[src/rtl/fifo_rd_arbiter_if.sv]
// -----------------------------------------------------------------------------
// fifo_rd_arbiter_if
// Bundles the read-side signals between the FIFO read-pointer logic, the
// consumers and the read arbiter.
//
// Handshake semantics:
//   - r_en is a pop strobe. It pops one word per cycle from the FIFO and is
//     only ever high while empty is low. rdata is taken in the same cycle.
//   - dout_vld is a plain valid with no ready. Each high cycle delivers exactly
//     one word on dout, owned by dout_id. Consumers must accept it.
//
// Modports:
//   master : the arbiter (drives r_en, gnt, dout, dout_vld, dout_id)
//   slave  : FIFO + consumers side (drives req, empty, rdata)
// -----------------------------------------------------------------------------
interface fifo_rd_arbiter_if #(
    parameter int NREQ = 4,
    parameter int DW   = 8,
    parameter int IW   = $clog2(NREQ)
);
    logic [NREQ-1:0] req;
    logic            empty;
    logic [DW-1:0]   rdata;
    logic            r_en;
    logic [NREQ-1:0] gnt;
    logic [DW-1:0]   dout;
    logic            dout_vld;
    logic [IW-1:0]   dout_id;

    modport master (
        input  req, empty, rdata,
        output r_en, gnt, dout, dout_vld, dout_id
    );

    modport slave (
        output req, empty, rdata,
        input  r_en, gnt, dout, dout_vld, dout_id
    );
endinterface

[src/rtl/fifo_rd_arbiter.sv]
// -----------------------------------------------------------------------------
// fifo_rd_arbiter
// Round-robin read-side arbiter for the asynchronous FIFO (read clock domain).
// Grants the single FIFO read port to one consumer at a time for at most BURST
// pops, and returns every popped word one cycle later tagged with its owner.
//
// Ports:
//   rclk      : read-domain clock
//   rrst_n    : asynchronous active-low reset
//   bus       : fifo_rd_arbiter_if.master (req/empty/rdata in,
//               r_en/gnt/dout/dout_vld/dout_id out)
//   state_dbg : current FSM state (0 = IDLE, 1 = GRANT)
// -----------------------------------------------------------------------------
module fifo_rd_arbiter #(
    parameter int NREQ  = 4,
    parameter int DW    = 8,
    parameter int BURST = 4,
    parameter int IW    = $clog2(NREQ)
) (
    input  logic                  rclk,
    input  logic                  rrst_n,
    fifo_rd_arbiter_if.master     bus,
    output logic                  state_dbg
);
    localparam logic [0:0] IDLE  = 1'b0;
    localparam logic [0:0] GRANT = 1'b1;
    localparam int         CW    = $clog2(BURST) + 1;

    logic [0:0]    state;
    logic [IW-1:0] owner;
    logic [IW-1:0] last;
    logic [CW-1:0] cnt;

    logic [IW-1:0] winner;
    logic [IW-1:0] hi_idx;
    logic [IW-1:0] lo_idx;
    logic          hi_found;
    logic          r_en_c;
    logic          release_c;

    // Round-robin pick: the lowest requester above 'last' if one exists,
    // otherwise wrap around to the lowest requester overall. Scanning from the
    // top down lets the lowest matching index overwrite the others.
    always_comb begin
        hi_found = 1'b0;
        hi_idx   = '0;
        lo_idx   = '0;
        for (int i = NREQ - 1; i >= 0; i--) begin
            if (bus.req[i]) begin
                lo_idx = IW'(i);
                if (i > int'(last)) begin
                    hi_found = 1'b1;
                    hi_idx   = IW'(i);
                end
            end
        end
        winner = hi_found ? hi_idx : lo_idx;
    end

    // Pop only while granted, the owner still wants data and data exists.
    assign r_en_c    = (state == GRANT) && bus.req[owner] && !bus.empty;
    assign release_c = (r_en_c && (cnt == CW'(BURST - 1))) ||
                       !bus.req[owner] || bus.empty;

    assign bus.r_en  = r_en_c;
    assign state_dbg = state[0];

    always_ff @(posedge rclk or negedge rrst_n) begin
        if (!rrst_n) begin
            state        <= IDLE;
            owner        <= '0;
            last         <= IW'(NREQ - 1);
            cnt          <= '0;
            bus.gnt      <= '0;
            bus.dout     <= '0;
            bus.dout_vld <= 1'b0;
            bus.dout_id  <= '0;
        end else begin
            bus.dout_vld <= r_en_c;
            if (r_en_c) begin
                bus.dout    <= bus.rdata;
                bus.dout_id <= owner;
            end

            case (state)
                IDLE: begin
                    if ((|bus.req) && !bus.empty) begin
                        owner   <= winner;
                        cnt     <= '0;
                        state   <= GRANT;
                        // gnt is loaded with the new owner so it is
                        // onehot(owner) for every GRANT cycle.
                        bus.gnt <= {{(NREQ-1){1'b0}}, 1'b1} << winner;
                    end
                end
                GRANT: begin
                    if (r_en_c) begin
                        cnt <= cnt + 1'b1;
                    end
                    if (release_c) begin
                        state   <= IDLE;
                        last    <= owner;
                        bus.gnt <= '0;
                    end
                end
                default: begin
                    state   <= IDLE;
                    bus.gnt <= '0;
                end
            endcase
        end
    end
endmodule

[src/flat_wrapper.sv]
// flat-port wrapper written by rule: the top's interface ports become plain ports
module fifo_rd_arbiter_flat 
#(
    parameter int NREQ  = 4,
    parameter int DW    = 8,
    parameter int BURST = 4,
    parameter int IW    = $clog2(NREQ)
)
  (rclk, rrst_n, state_dbg, bus_req, bus_empty, bus_rdata, bus_r_en, bus_gnt, bus_dout, bus_dout_vld, bus_dout_id);
  fifo_rd_arbiter_if #(.NREQ(NREQ), .DW(DW), .IW(IW)) bus_i ();
  input  logic rclk;
  input  logic rrst_n;
  output logic state_dbg;
  input wire logic [$bits(bus_i.req)-1:0] bus_req;
  input wire logic [$bits(bus_i.empty)-1:0] bus_empty;
  input wire logic [$bits(bus_i.rdata)-1:0] bus_rdata;
  output wire logic [$bits(bus_i.r_en)-1:0] bus_r_en;
  output wire logic [$bits(bus_i.gnt)-1:0] bus_gnt;
  output wire logic [$bits(bus_i.dout)-1:0] bus_dout;
  output wire logic [$bits(bus_i.dout_vld)-1:0] bus_dout_vld;
  output wire logic [$bits(bus_i.dout_id)-1:0] bus_dout_id;
  assign bus_i.req = bus_req;
  assign bus_i.empty = bus_empty;
  assign bus_i.rdata = bus_rdata;
  assign bus_r_en = bus_i.r_en;
  assign bus_gnt = bus_i.gnt;
  assign bus_dout = bus_i.dout;
  assign bus_dout_vld = bus_i.dout_vld;
  assign bus_dout_id = bus_i.dout_id;
  fifo_rd_arbiter #(.NREQ(NREQ), .DW(DW), .BURST(BURST), .IW(IW)) u_core (.rclk(rclk), .rrst_n(rrst_n), .bus(bus_i), .state_dbg(state_dbg));
endmodule
[config.mk]
export PLATFORM = sky130hd
export DESIGN_NAME = fifo_rd_arbiter_flat
export DESIGN_NICKNAME = d
export VERILOG_FILES = /design/src/rtl/fifo_rd_arbiter_if.sv /design/src/rtl/fifo_rd_arbiter.sv /design/src/flat_wrapper.sv
export SDC_FILE = /design/constraint.sdc
export NUM_CORES = 1
export LEC_CHECK = 0
export CAP_MARGIN = 10
export CORE_MARGIN = 10
export CORE_UTILIZATION = 46
export DETAILED_ROUTE_END_ITERATION = 7
export PLACE_DENSITY_LB_ADDON = 0.05
export RECOVER_POWER = 100
export SYNTH_ARGS = -nofsm -noshare
export SYNTH_HDL_FRONTEND = slang
export SYNTH_SLANG_ARGS = --single-unit
[constraint.sdc]
create_clock -name rclk -period 2.1 [get_ports rclk]
set_input_delay 0.42 -clock rclk [delete_from_list [all_inputs] [get_ports rclk]]
set_output_delay 0.42 -clock rclk [all_outputs]
set_load 0.01 [all_outputs]
### Word level (Yosys, flattened, before mapping)

Cells that the tools add are included.

* $add $sub $neg: 1
* order comparisons: 4
* equality and inequality tests: 4
* shift operators: 1
* muxes and demuxes: 28
* bitwise gates (word level): 1
* reduce and logical (&&, ||, !) cells: 13

Operators with widths (count)
* $mux W2: 11
* $mux W1: 9
* $mux W4: 2
* $pmux W4 S2: 1
* $reduce_and A2 Y1: 4
* $mux W3: 2
* $pmux W3 S2: 1
* $gt A2 B2 Y1 const A: 2
* $logic_and A1 B1 Y1: 4
* $ne A2 B2 Y1 const B: 2
* $reduce_or A4 Y1: 1
* $shl A1 B2 Y4 const A: 1
* $add A3 B1 Y3 const B: 1
* $eq A3 B2 Y1 const B: 1
* $lt A2 B3 Y1 const B: 1
* $bmux W1 S2: 1
* $gt A1 B2 Y1 const A: 1
* $logic_not A1 Y1: 2
* $logic_or A1 B1 Y1: 2
* $ne A2 B1 Y1 const B: 1
* $pmux W1 S2: 1
* $not A1 Y1: 1

* flip-flop bits (word level): 23
* bits of input ports: 15
* output and inout port bits: 17
* logic and storage cells: 60

### Logic depth before layout (Yosys ltp)

Gate-level depths: netlist (run 1).

* depth after elaboration: 11
* depth in mapped cells: 5
* gate-level depth less buffers: 5

### Worst setup path before layout (run 1)

No wires, ideal clock.

* kind: register to output
* start point: reg u_core.owner[1]
* end point: out bus_r_en
* data arrival time: 1.244 ns
* required time: 1.680 ns
* path slack: 0.436 ns
* stages on the path, launching flop included: 6
* path buffers: 1
* cells stage by stage: dfrtp_1 -> mux2i_1 -> nor3_2 -> o21ai_2 -> buf_6 -> inv_1

* word-level cells in the longest chain between the ends: 4

RTL lines
* start: declaration: line fifo_rd_arbiter.sv:30 `logic [IW-1:0] owner;`
* start signal: assignment: line fifo_rd_arbiter.sv:88 `owner <= winner;`
* $bmux W1 S2: line fifo_rd_arbiter.sv:61 `assign r_en_c = (state == GRANT) && bus.req[owner] && !bus.empty;`
* $mux W1 (implied by the code): line fifo_rd_arbiter.sv:61
* $logic_and A1 B1 Y1 (2 in a row): line fifo_rd_arbiter.sv:61
* end: declaration: line flat_wrapper.sv:17 `output wire logic [$bits(bus_i.r_en)-1:0] bus_r_en;`

Every way passes these cells. The select of a mux whose other input is x is not followed.

### Worst setup path in the final report (run 1)

* start point: in bus_empty
* end point: out bus_r_en

* word-level cells in the longest chain between the ends: 2

RTL lines
* start: declaration: line flat_wrapper.sv:15 `input wire logic [$bits(bus_i.empty)-1:0] bus_empty;`
* $logic_not A1 Y1: line fifo_rd_arbiter.sv:61
* $logic_and A1 B1 Y1: line fifo_rd_arbiter.sv:61

Every way passes these cells.

==> results of run 1 <==
-- layer usage --
layer  track usage  up-vias  wire length [um]
met3        0.0548        5               252
met4        0.0302        0                25
met1         0.129      417               979
li1              -      396                 -
met2         0.205       24              1220
met5             0        -                 0
-- worst max-delay path, delay by kind of cell --
family	cells	cell delay, ps
compound gates	1	90
buf+inv	3	820
simple gates	1	270
-- cell usage after synthesis, types with 2 or more instances --
library cell	number
dfrtp_1	21
nor3_2	2
nand2_1	6
mux2i_1	5
dfstp_2	2
a32o_1	4
a21o_2	2
mux2_4	5
mux2_2	6
inv_1	6
o21ai_0	2
nor2_1	3
ha_1	2
-- metrics by stage --
stage                     instance area, um^2  hold slack, ps
after floorplan                          1080             124
after global placement                   1490             468
after detailed placement                 1490             483
after CTS                                1530             448
after global routing                     1500             533
final                                    1500             497
-- cell type report --
| cell class | instances | area (um^2) |
|---|---|---|
| fill | 191 | 736 |
| sequential | 23 | 579 |
| multi-input combinational | 51 | 445 |
| timing repair buffer | 43 | 388 |
| tap | 28 | 35.0 |
| clock buffer | 3 | 22.5 |
| inverter | 6 | 22.5 |
| clock inverter | 1 | 5.00 |
-- state kept, by name, summed over array words and instances, names as in the netlist --
register             cells
u_core.bus.dout          8
u_core.bus.dout_id       2
u_core.bus.dout_vld      1
u_core.bus.gnt           4
u_core.cnt               3
u_core.last              2
u_core.owner             2
u_core.state_dbg         1
-- power breakdown --
part	leakage, nW	switching, mW	total [mW]	internal (mW)
Sequential	0.285	0.138	0.781	0.643
Combinational	0.398	0.332	0.803	0.471
Clock	0.0177	0.134	0.206	0.0714
-- logic make-up after synthesis --
family,count (synthesis),synth area share
buffers and inverters,8,0.0381
adders and majority gates,2,0.0231
DFF,23,0.533
muxes,16,0.178
and+or+nand+nor,15,0.0762
AOI/OAI and AO/OA,18,0.151
-- worst paths after layout --
check	to	slack, ps	depth (start not counted)
min reg2reg	u_core.cnt[0]	500	1
max in group asynchronous	u_core.owner[1]	440	2
min in group asynchronous	u_core.cnt[2]	860	2
min	u_core.cnt[0]	500	1
max reg2reg	u_core.bus.dout[0]	300	5
max	bus_r_en	90	5
-- timing repair --
item | 4_1_cts | 5_1_grt
hold buffers | 0 | 0
pin swaps | 1 | 1
endpoints found under the setup margin | 1 | 1
hold endpoints to repair | 0 | 0
gates resized for setup | 4 | 0
buffers inserted | 0 | 1
==> flow_results.org, run 1 <==
** Critical path
- Crit-path cells :: clkdlybuf4s50_1 -> nor3_2 -> o21ai_2 -> inv_1 -> clkdlybuf4s15_1
- Critical Path End Type :: primary output
- Arrival time worst endpoint :: 1590 ps
- Delay of the slowest critical-path stage :: ~500 ps
- The critical path starts at bus_empty.
- Startpoint of the worst register-to-register path :: u_core.owner[1]
- The critical path in this run is classified as input pin to primary output.
- Worst-path cell with the longest stage delay :: clkdlybuf4s50_1
- Startpoint types :: input pin
- In this run the worst path has a maximum fanout of 4.
- At the worst endpoint, the required time is ~1700 ps.

** Route
- Overall via count from detail_route :: 842
- For this run, the detailed router's first-pass iteration total came to 3.
- After detailed routing, the number of remaining DRC violations is 0.
- Average detailed-routed wire length per instance :: ~16 um
- Once detail routing completed, the nets flagged for antenna violations numbered 0.
- After the first detailed-routing iteration, the DRC count stood at 21.
- Detailed Route WL :: 2470 um
- Post-DR vias/cell :: 5.43

** GRT
- Vias in the first global route :: 929
- Entering global routing, the biggest net connects 24 pins.
- Global-route wire length before repair :: 4260 um
- For this run the aggregate overflow at the end of global routing stands at 0.
- The number of antenna violations at the first check in global routing is 0.
- Across every metal layer, demand over resource in global routing totals 0.119.

** Timing
- Final setup vio count :: 0
- Clock skew on the completed layout was measured at 10.1 ps.
- Static timing analysis puts the maximum clock frequency at 0.497 GHz.
- The number of hold-slack violations in the final timing report is 0.
- Across all setup checks in the final design, the least slack found is 86.4 ps.
- Final critical-path share of the clock period :: 0.959
- For the pin with the worst max-slew slack, the measured transition is 1230 ps.
- The number of pins with negative max-slew slack in the final report was 0.
- In this run the tightest slew margin relative to its limit is 0.182.
- The worst path needs 2010 ps of the cycle, external delays included.
- Setup TNS :: 0 ps
- RSZ-0062 raised after global routing :: false

** CTS
- Clk_lat worst skew :: 320 ps
- Clock tree synthesis selected as its root buffer the cell clkbuf_4.
- CTS Buffer Depth :: 2
- CTS built an H-tree with a depth of 1.
- Clock tree from TritonCTS :: yes
- Clock tree synthesis found a total of 23 sinks.
- Clock-pin slew on the worst setup and hold paths :: 120 ps
- CTS buffer count :: 3

** Placed design
- Detailed placement ended at an HPWL of 1910 um.
- After detailed placement, the design holds a cell count of 150.
- OpenSTA, run right after detailed placement, puts the worst setup slack at -230 ps.
- Number of buffers inserted by port buffering :: 31
- Final Wtd Congestion :: between 0.7 and 0.8

** Power and ir drop
- Max VDD drop :: 0.000713 V
- The analysis attributes to cell leakage a power of 0.701 nW.
- Summing internal, switching and leakage power gives 1.79 mW.
- Power Dens Cells :: 1190 mW/mm^2

** Logic synthesis
- Area fraction of the dominant cell type after synthesis :: 0.485
- The number of nets handed over by synthesis was 99.
- Area contributors post-synth :: dfrtp_1 (48%), mux2_4 (6.9%), mux2_2 (6.2%)
- Share of flip-flops with an asynchronous set or reset :: 1.00
- Main synth FF type :: dfrtp_1
- Post-synthesis area per instance :: between 10 and 15 um^2
- Number of warnings issued by yosys :: 0
- Of the synthesized area, sequential elements account for 0.533.
- Counting flops with a built-in enable in the synthesized netlist gives 0.
- Number of cells produced by synthesis :: 82
- Summing every instance area after synthesis gives 0.00108 mm^2.
- Synth unique cells :: 29
- Cell type with the highest aggregate area in the netlist :: dfrtp_1
- After synthesis the netlist holds a flip-flop and latch count of 23.

** Final layout
- Count of antenna diodes in the layout :: 0
- After the flow finishes, the layout carries non-filler instances totaling 155.
- The net count of the finished layout is 145.
- The area growth from synthesis to layout is 38.2%.
- Most frequent standard cell in the layout excluding fill and tap cells :: dfrtp_1
- The library cells used most frequently in the layout, excluding fill and tap cells, are dfrtp_1 (20), dlygate4sd3_1 (17), clkdlybuf4s50_1 (13).
- Utilization of the core after routing :: 0.671
- Layout cells sized above 1 :: 0.260

** Floorplanning
- The total area inside the core boundary comes to 0.00223 mm^2.
- Overall die area :: around 0.0047 mm^2
- Std-Cell Rows :: 17
- For this configuration, the core starts out at a cell density of 0.485.
- Number of ports placed on the die boundary :: 32
- Die Y :: 68.5 um
- DIE WIDTH :: 68.5 um

** Worst hold path
- Tightest Hold Check Type :: flip-flop to flip-flop
- The startpoint identified for the worst hold timing path is u_core.cnt[0].

** Outcome
- The run finished with clean final reports.

** Run
- Reported max-cap violation count :: 0
No activity file was read; power rests on OpenSTA's default activity.
==> run 2, diff against run 1 <==
- MAX_ROUTING_LAYER: default -> met4
- SLEW_MARGIN: default -> 20
==> flow_results.org, run 2 (synthesis results as in run 1) <==
** Critical path
- The launching element of the worst setup path was bus_empty (unchanged).
- Setup slack of the most critical reg-to-reg path :: 300 ps (about the same)
- The depth of the worst register-to-register path is 5 (unchanged).
- The reg-to-reg critical path startpoint was u_core.owner[1] (unchanged).
- The kind of start point of the critical path is an input pin (unchanged).
- Crit-path cells: clkdlybuf4s50_1 -> nor3_2 -> o21ai_2 -> inv_1 -> clkdlybuf4s15_1 (unchanged).
- Critical path required time :: 1680 ps (about the same)
- Arrival time worst endpoint :: 1600 ps (was 1590 ps)
- Family with the most delay on the worst path :: buffers and inverters (unchanged)
- The capturing point of the worst reg2reg path is u_core.bus.dout[0] (unchanged).
- The kind of end point of the critical path was a primary output (unchanged).
- Critical path endpoint :: bus_r_en (unchanged)
- The maximum cell stage delay along the critical path was 500 ps (about the same).
- The start-to-end type of the worst setup path is input pin to primary output (unchanged).
- Highest net fanout along the worst path :: 4 (unchanged)
- WP buf/inv :: 3 (unchanged)
- Number of cells on the critical path :: 5 (unchanged)
- The cell with the biggest individual delay on the critical path was clkdlybuf4s50_1 (unchanged).

** Timing
- The total of endpoints with negative setup slack in the final report came to 0 (unchanged).
- The maximum operating frequency came to 0.495 GHz (was 0.497 GHz).
- The final setup TNS is 0 ps (unchanged).
- The minimum setup slack in the final design was 80.5 ps (was 86.4 ps).
- Final critical-path share of the clock period :: 0.962 (was 0.959)
- Count of endpoints failing hold in the final timing report :: 0 (unchanged)
- RSZ-0062 raised after global routing: false (unchanged).
- Slew at the pin closest to its max-slew limit :: 1230 ps (about the same)
- Clock Skews :: 9.45 ps (was 10.1 ps)
- The normalized max-slew margin is 0.181 (was 0.182).
- The number of pins with negative max-slew slack in the final report is 0 (unchanged).
- Post-route worst hold slack :: 497 ps (about the same)
- The post-layout minimum cycle time was 2020 ps (was 2010 ps).

** Power and ir drop
- The worst supply voltage drop on vdd was 0.000714 V (was 0.000713 V).
- Internal power of the cells :: 1.19 mW (about the same)
- Sequential share of power :: 0.436 (was 0.437)
- Proportion of total power due to net switching :: 0.338 (about the same)
- The combinational cell fraction of total power is 0.449 (about the same).
- The reported net switching power came to 0.606 mW (was 0.604 mW).
- Cell leakage power :: 0.701 nW (unchanged)
- The overall power of the completed layout was 1.79 mW (about the same).
- Power Dens Cells :: 1200 mW/mm^2 (was 1190 mW/mm^2)
- Share of total power in the clock network :: 0.115 (about the same)

** CTS
- Clk_lat worst skew :: 320 ps (about the same)
- The root buffer selected by CTS is clkbuf_4 (unchanged).
- Clock tree from TritonCTS :: yes (unchanged)
- H-tree levels :: 1 (unchanged)
- The number of hold buffers added after cts came to 0 (unchanged).
- The sink count of the clock tree came to 23 (unchanged).
- Clock-pin slew on the worst setup and hold paths :: 120 ps (about the same)
- CTS Buffer Depth :: 2 (unchanged)
- The number of buffers created by CTS was 3 (unchanged).

** Final layout
- Fin cells :: 155 (unchanged)
- The register ranked first by flip-flop count was u_core.bus.dout (unchanged).
- Synth-to-Final Area Change :: 38.2% (unchanged)
- The register area was 579 um^2 (unchanged).
- Layout cells sized above 1 :: 0.260 (unchanged)
- Leading cell types in the layout, fill and taps excluded :: dfrtp_1 (20), dlygate4sd3_1 (17), clkdlybuf4s50_1 (13) (unchanged)
- Count of antenna diodes in the layout :: 0 (unchanged)
- The flip-flop count of the largest register after layout is 8 (unchanged).
- Registers with the most flip-flops: u_core.bus.dout (8), u_core.bus.gnt (4), u_core.cnt (3) (unchanged).
- The most frequent standard cell in the layout excluding fill and tap cells is dfrtp_1 (unchanged).
- The total of fill cells in the finished design was 191 (unchanged).
- The area of the multi-input gates is 445 um^2 (unchanged).
- The layout net count came to 145 (unchanged).

** Run
- The max-cap check violation count was 0 (unchanged).

** Route
- Average detailed-routed wire length per instance :: 16.0 um (about the same)
- Post-DR vias/cell :: 5.45 (was 5.43)
- Initial DRT Pass Iterations :: 3 (unchanged)
- Detailed Route WL :: 2480 um (was 2470 um)
- The post-detailed-route count of antenna-violating nets is 0 (unchanged).
- The via count came to 844 (was 842).
- DRC violation count after routing :: 0 (unchanged)
- The initial DRC count came to 23 (was 21).

** Floorplanning
- Number of ports placed on the die boundary :: 32 (unchanged)
- The area of the core is 0.00223 mm^2 (unchanged).
- The total die area was 0.00470 mm^2 (unchanged).
- Std-Cell Rows :: 17 (unchanged)
- The width of the die is 68.5 um (unchanged).
- Die Y :: 68.5 um (unchanged)
- The initial standard-cell utilization of the core was 0.485 (unchanged).

** Placed design
- Number of buffers inserted by port buffering :: 31 (unchanged)
- HPWL after detailed placement :: 1910 um (unchanged)
- Final Wtd Congestion :: 0.756 (was 0.746)
- The number of placed cells counting well taps was 150 (unchanged).
- The pre-CTS setup slack is -230 ps (unchanged).

** GRT
- Vias in the first global route :: 927 (was 929)
- GR Util met3 :: 0.0419 (was 0.0548)
- The met2 demand-to-capacity share in global routing was 0.204 (was 0.205).
- Number of antenna violations at the first check in global routing :: 0 (unchanged)
- Overall track demand over capacity in global routing :: 0.123 (was 0.119)
- Global-route wire length before repair :: 4280 um (was 4260 um)
- The busiest layer in global routing is met2 (unchanged).
- The met1 demand-to-capacity share in global routing was 0.138 (was 0.129).
- The total overflow reported by the global router was 0 (unchanged).
- Pin count of the biggest net entering global routing :: 24 (unchanged)

** Worst hold path
- The class of the tightest hold or removal check is flip-flop to flip-flop (unchanged).

** Outcome
- Result of the run: complete, no violations (unchanged).
==> run 2: cell counts in the layout (fill, tap and decap cells not counted) <==
No cell type changed its count.
==> run 2: worst min-delay path by stage <==
stage                                   from  slack, ps                  to  cells past startpoint
after floorplan                       rrst_n        120  u_core.bus.dout[0]                      0
after detailed placement       u_core.cnt[0]        480       u_core.cnt[0]                      1
final                          u_core.cnt[0]        500       u_core.cnt[0]                      1
after global placement         u_core.cnt[0]        470       u_core.cnt[0]                      1
after CTS                             rrst_n        450  u_core.bus.dout[1]                      2
after global routing      u_core.bus.dout[1]        530  u_core.bus.dout[1]                      1
==> run 2: power by group through the flow <==
stage	Combinational, mW	Sequential [mW]	Clock (mW)
after floorplan	0.398	0.836	0
final	0.804	0.781	0.206
after detailed placement	0.893	0.796	0
after global routing	0.881	0.818	0.227
after CTS	0.905	0.790	0.210
after global placement	0.879	0.782	0
==> run 2: worst reg2reg max path, cell delays in order (launching register included) <==
cell and delay (ps):
dfrtp_2 450, mux2i_2 270, nor3_2 70, o21ai_2 150, clkbuf_2 370, mux2_1 370
==> run 2: layout make-up <==
cell class / count / area share
multi-input cells: 51 / 0.297
well taps: 28 / 0.0234
flip-flops and latches: 23 / 0.387
repair buffers: 43 / 0.259
clock inverters: 1 / 0.00334
inverters: 6 / 0.0150
clock buffers: 3 / 0.0150
==> run 2: repair_timing <==
item                       4_1_cts  5_1_grt
setup endpoints to repair        1        1
resized for setup                4        0
pin swaps                        1        1
buffers inserted                 0        1
gates cloned                     0        0
==> run 2: stage by stage <==
stage	util	area, um^2
floorplan	-	1080
CTS	0.683	1530
finish	0.671	1500
global placement	0.668	1490
global route	0.671	1500
detailed placement	0.668	1490
==> run 2: metal layers <==
layer  share of wire  vias up
li1                -      396
met1            0.42      419
met2            0.49       24
met3           0.077        5
met4           0.010        0
met5               0        -
==> run 3, diff against run 2 <==
- SETUP_SLACK_MARGIN: default -> 0.4
==> flow_results.org, run 3 (synthesis results as in run 1) <==
** Outcome
- Result of the run: complete, no violations (unchanged).

** Timing
- The actual transition at the worst max-transition pin came to 1250 ps (was 1230 ps).
- Setup TNS :: 0 ps (unchanged)
- The maximum operating frequency came to 0.529 GHz (was 0.495 GHz).
- The total of endpoints with negative setup slack in the final report came to 0 (unchanged).
- The setup clock skew after layout was 6.68 ps (was 9.45 ps).
- The minimum setup slack in the final design came to 208 ps (was 80.5 ps).
- The number of pins with negative max-slew slack in the final report came to 0 (unchanged).
- The share of the clock period used by the worst path after layout came to 0.901 (was 0.962).
- The number of hold-slack violations in the final timing report was 0 (unchanged).
- The normalized max-slew margin came to 0.169 (was 0.181).
- The post-layout minimum cycle time was 1890 ps (was 2020 ps).
- RSZ-0062 raised after global routing: true (was false).

** GRT
- The first-pass GRT wire length is 4430 um (was 4280 um).
- Pin count of the biggest net entering global routing :: 24 (unchanged)
- The number of global-route vias before repair was 943 (was 927).
- The total overflow reported by the global router was 0 (unchanged).
- Number of antenna violations at the first check in global routing :: 0 (unchanged)
- Overall track demand over capacity in global routing :: 0.127 (was 0.123)

** Route
- The initial DRC count came to 36 (was 23).
- The number of remaining DRC errors was 0 (unchanged).
- Routed metal-1 wire length :: 1070 um (was 1040 um)
- The via count was 864 (was 844).
- The met2 wire length is 1310 um (was 1230 um).
- Post-DR vias/cell :: 5.40 (was 5.45)
- The final routed wire length divided by cell count is 16.5 um (was 16.0 um).
- The highest metal layer with signal wires is met4 (unchanged).
- The post-detailed-route count of antenna-violating nets is 0 (unchanged).
- Met3 wire len :: 221 um (was 191 um)
- The number of optimization iterations in the first detailed-route pass is 4 (was 3).
- Detailed Route WL :: 2640 um (was 2480 um)

** Final layout
- Register bank with the most flops :: u_core.bus.dout (unchanged)
- The most frequent standard cell in the layout excluding fill and tap cells is dfrtp_1 (unchanged).
- Number of flip-flops under the largest register name :: 8 (unchanged)
- The final antenna diode count came to 0 (unchanged).
- Registers with the most flip-flops: u_core.bus.dout (8), u_core.bus.gnt (4), u_core.cnt (3) (unchanged).
- Leading cell types in the layout, fill and taps excluded: dfrtp_1 (20), buf_4 (12), dlygate4sd3_1 (10) (was dfrtp_1 (20), dlygate4sd3_1 (17), clkdlybuf4s50_1 (13)).
- The share of cells above drive strength 1 came to 0.265 (was 0.260).
- The layout net count is 150 (was 145).
- Synth-to-Final Area Change :: 42.3% (was 38.2%)
- The final cell utilization of the core came to 0.690 (was 0.671).

** Placed design
- The total of buffers placed on input and output ports is 31 (unchanged).
- HPWL after detailed placement :: 1910 um (unchanged)
- Final Wtd Congestion :: 0.756 (unchanged)
- Worst setup slack after placement :: -230 ps (unchanged)

** Critical path
- The highest fanout seen on the critical path is 4 (unchanged).
- The depth of the worst register-to-register path was 6 (was 5).
- The reg-to-reg critical path startpoint was u_core.cnt[0] (was u_core.owner[1]).
- Destination of the worst register-to-register timing path :: u_core.bus.gnt[2] (was u_core.bus.dout[0])
- Critical path required time :: 1680 ps (about the same)
- Startpoint types :: flip-flop (was input pin)
- The start-to-end type of the worst setup path was flip-flop to primary output (was input pin to primary output).
- The kind of end point of the critical path was a primary output (unchanged).
- Worst Setup SP :: u_core.owner[1] (was bus_empty)
- Setup slack of the most critical reg-to-reg path :: 240 ps (was 300 ps)
- The data arrival time at the worst-slack endpoint came to 1470 ps (was 1600 ps).

** Floorplanning
- The number of primary I/O pins is 32 (unchanged).
- The width of the die came to 68.5 um (unchanged).
- The initial standard-cell utilization of the core was 0.485 (unchanged).
- The height of the chip was 68.5 um (unchanged).
- Overall die area :: 0.00470 mm^2 (unchanged)
- The number of rows in the core area is 17 (unchanged).
- The area of the core came to 0.00223 mm^2 (unchanged).

** CTS
- # hold bufs at CTS :: 0 (unchanged)
- H-tree levels :: 1 (unchanged)
- Number of sinks handled by clock tree synthesis :: 23 (unchanged)
- The maximum root-to-sink buffer count is 2 (unchanged).
- The number of buffers created by CTS was 3 (unchanged).
- The CTS clock-pin slew for the worst setup and hold paths is 130 ps (was 120 ps).
- The clock latency on the worst-skew pair is 310 ps (was 320 ps).
- Clock tree from TritonCTS :: yes (unchanged)
- The root buffer selected by CTS is clkbuf_4 (unchanged).

** Power and ir drop
- The cell leakage power was 0.734 nW (was 0.701 nW).
- The power density over cell area is 1190 mW/mm^2 (was 1200 mW/mm^2).
- The worst supply voltage drop on vdd was 0.000744 V (was 0.000714 V).

** Worst hold path
- The endpoint of the worst hold path is u_core.cnt[0] (unchanged).
- The cell depth of the worst min-delay path was 1 (unchanged).
- Worst hold path startpoint :: u_core.cnt[0] (unchanged)
- The class of the tightest hold or removal check was flip-flop to flip-flop (unchanged).

** Run
- The max-cap check violation count came to 0 (unchanged).
-- run 3: repair_timing --
| item | CTS | global route |
|---|---|---|
| setup buffers | 2 | 4 |
| setup endpoints to repair | 21 | 30 |
| pin swaps | 1 | 3 |
| gates resized for setup | 11 | 17 |
-- run 3: metal layers --
metal  vias to the layer above  global-route usage
li1                        403                   -
met3                         7              0.0451
met4                         0              0.0377
met1                       426               0.141
met2                        28               0.211
met5                         -                   -
-- run 3: final cells by class --
type	count	area [um^2]
fillers	188	692
flip-flops and latches	23	579
multi-input cells	51	449
repair buffers	48	428
well taps	28	35.0
clock buffers	3	22.5
inverters	6	22.5
clock inverters	1	5.00
-- run 3: critical path: stages (launching register included) --
cell and delay (ps):
dfrtp_1 450, mux2i_1 290, nor3_2 90, o21ai_2 120, inv_1 80, buf_6 120
-- run 3: worst max path at each step --
stage	cells after the start	slack [ps]	to
after floorplan	5	440	bus_r_en
after global placement	6	-210	bus_r_en
after detailed placement	6	-230	bus_r_en
after CTS	5	190	bus_r_en
after global routing	5	100	bus_r_en
final	5	210	bus_r_en
-- run 3: per-stage QoR --
step	instance area, um^2	hold slack [ps]	instances	power, mW
2_1_floorplan	1080	124	82	1.23
3_3_place_gp	1490	468	150	1.66
3_5_place_dp	1490	483	150	1.69
4_1_cts	1540	448	156	1.93
5_1_grt	1540	531	160	1.97
6_report	1540	494	160	1.84
-- run 3: where the power goes --
part           switching (mW)  internal [mW]  leakage [nW]
combinational           0.369          0.497         0.431
clock                   0.135         0.0712        0.0177
sequential              0.125          0.639         0.285
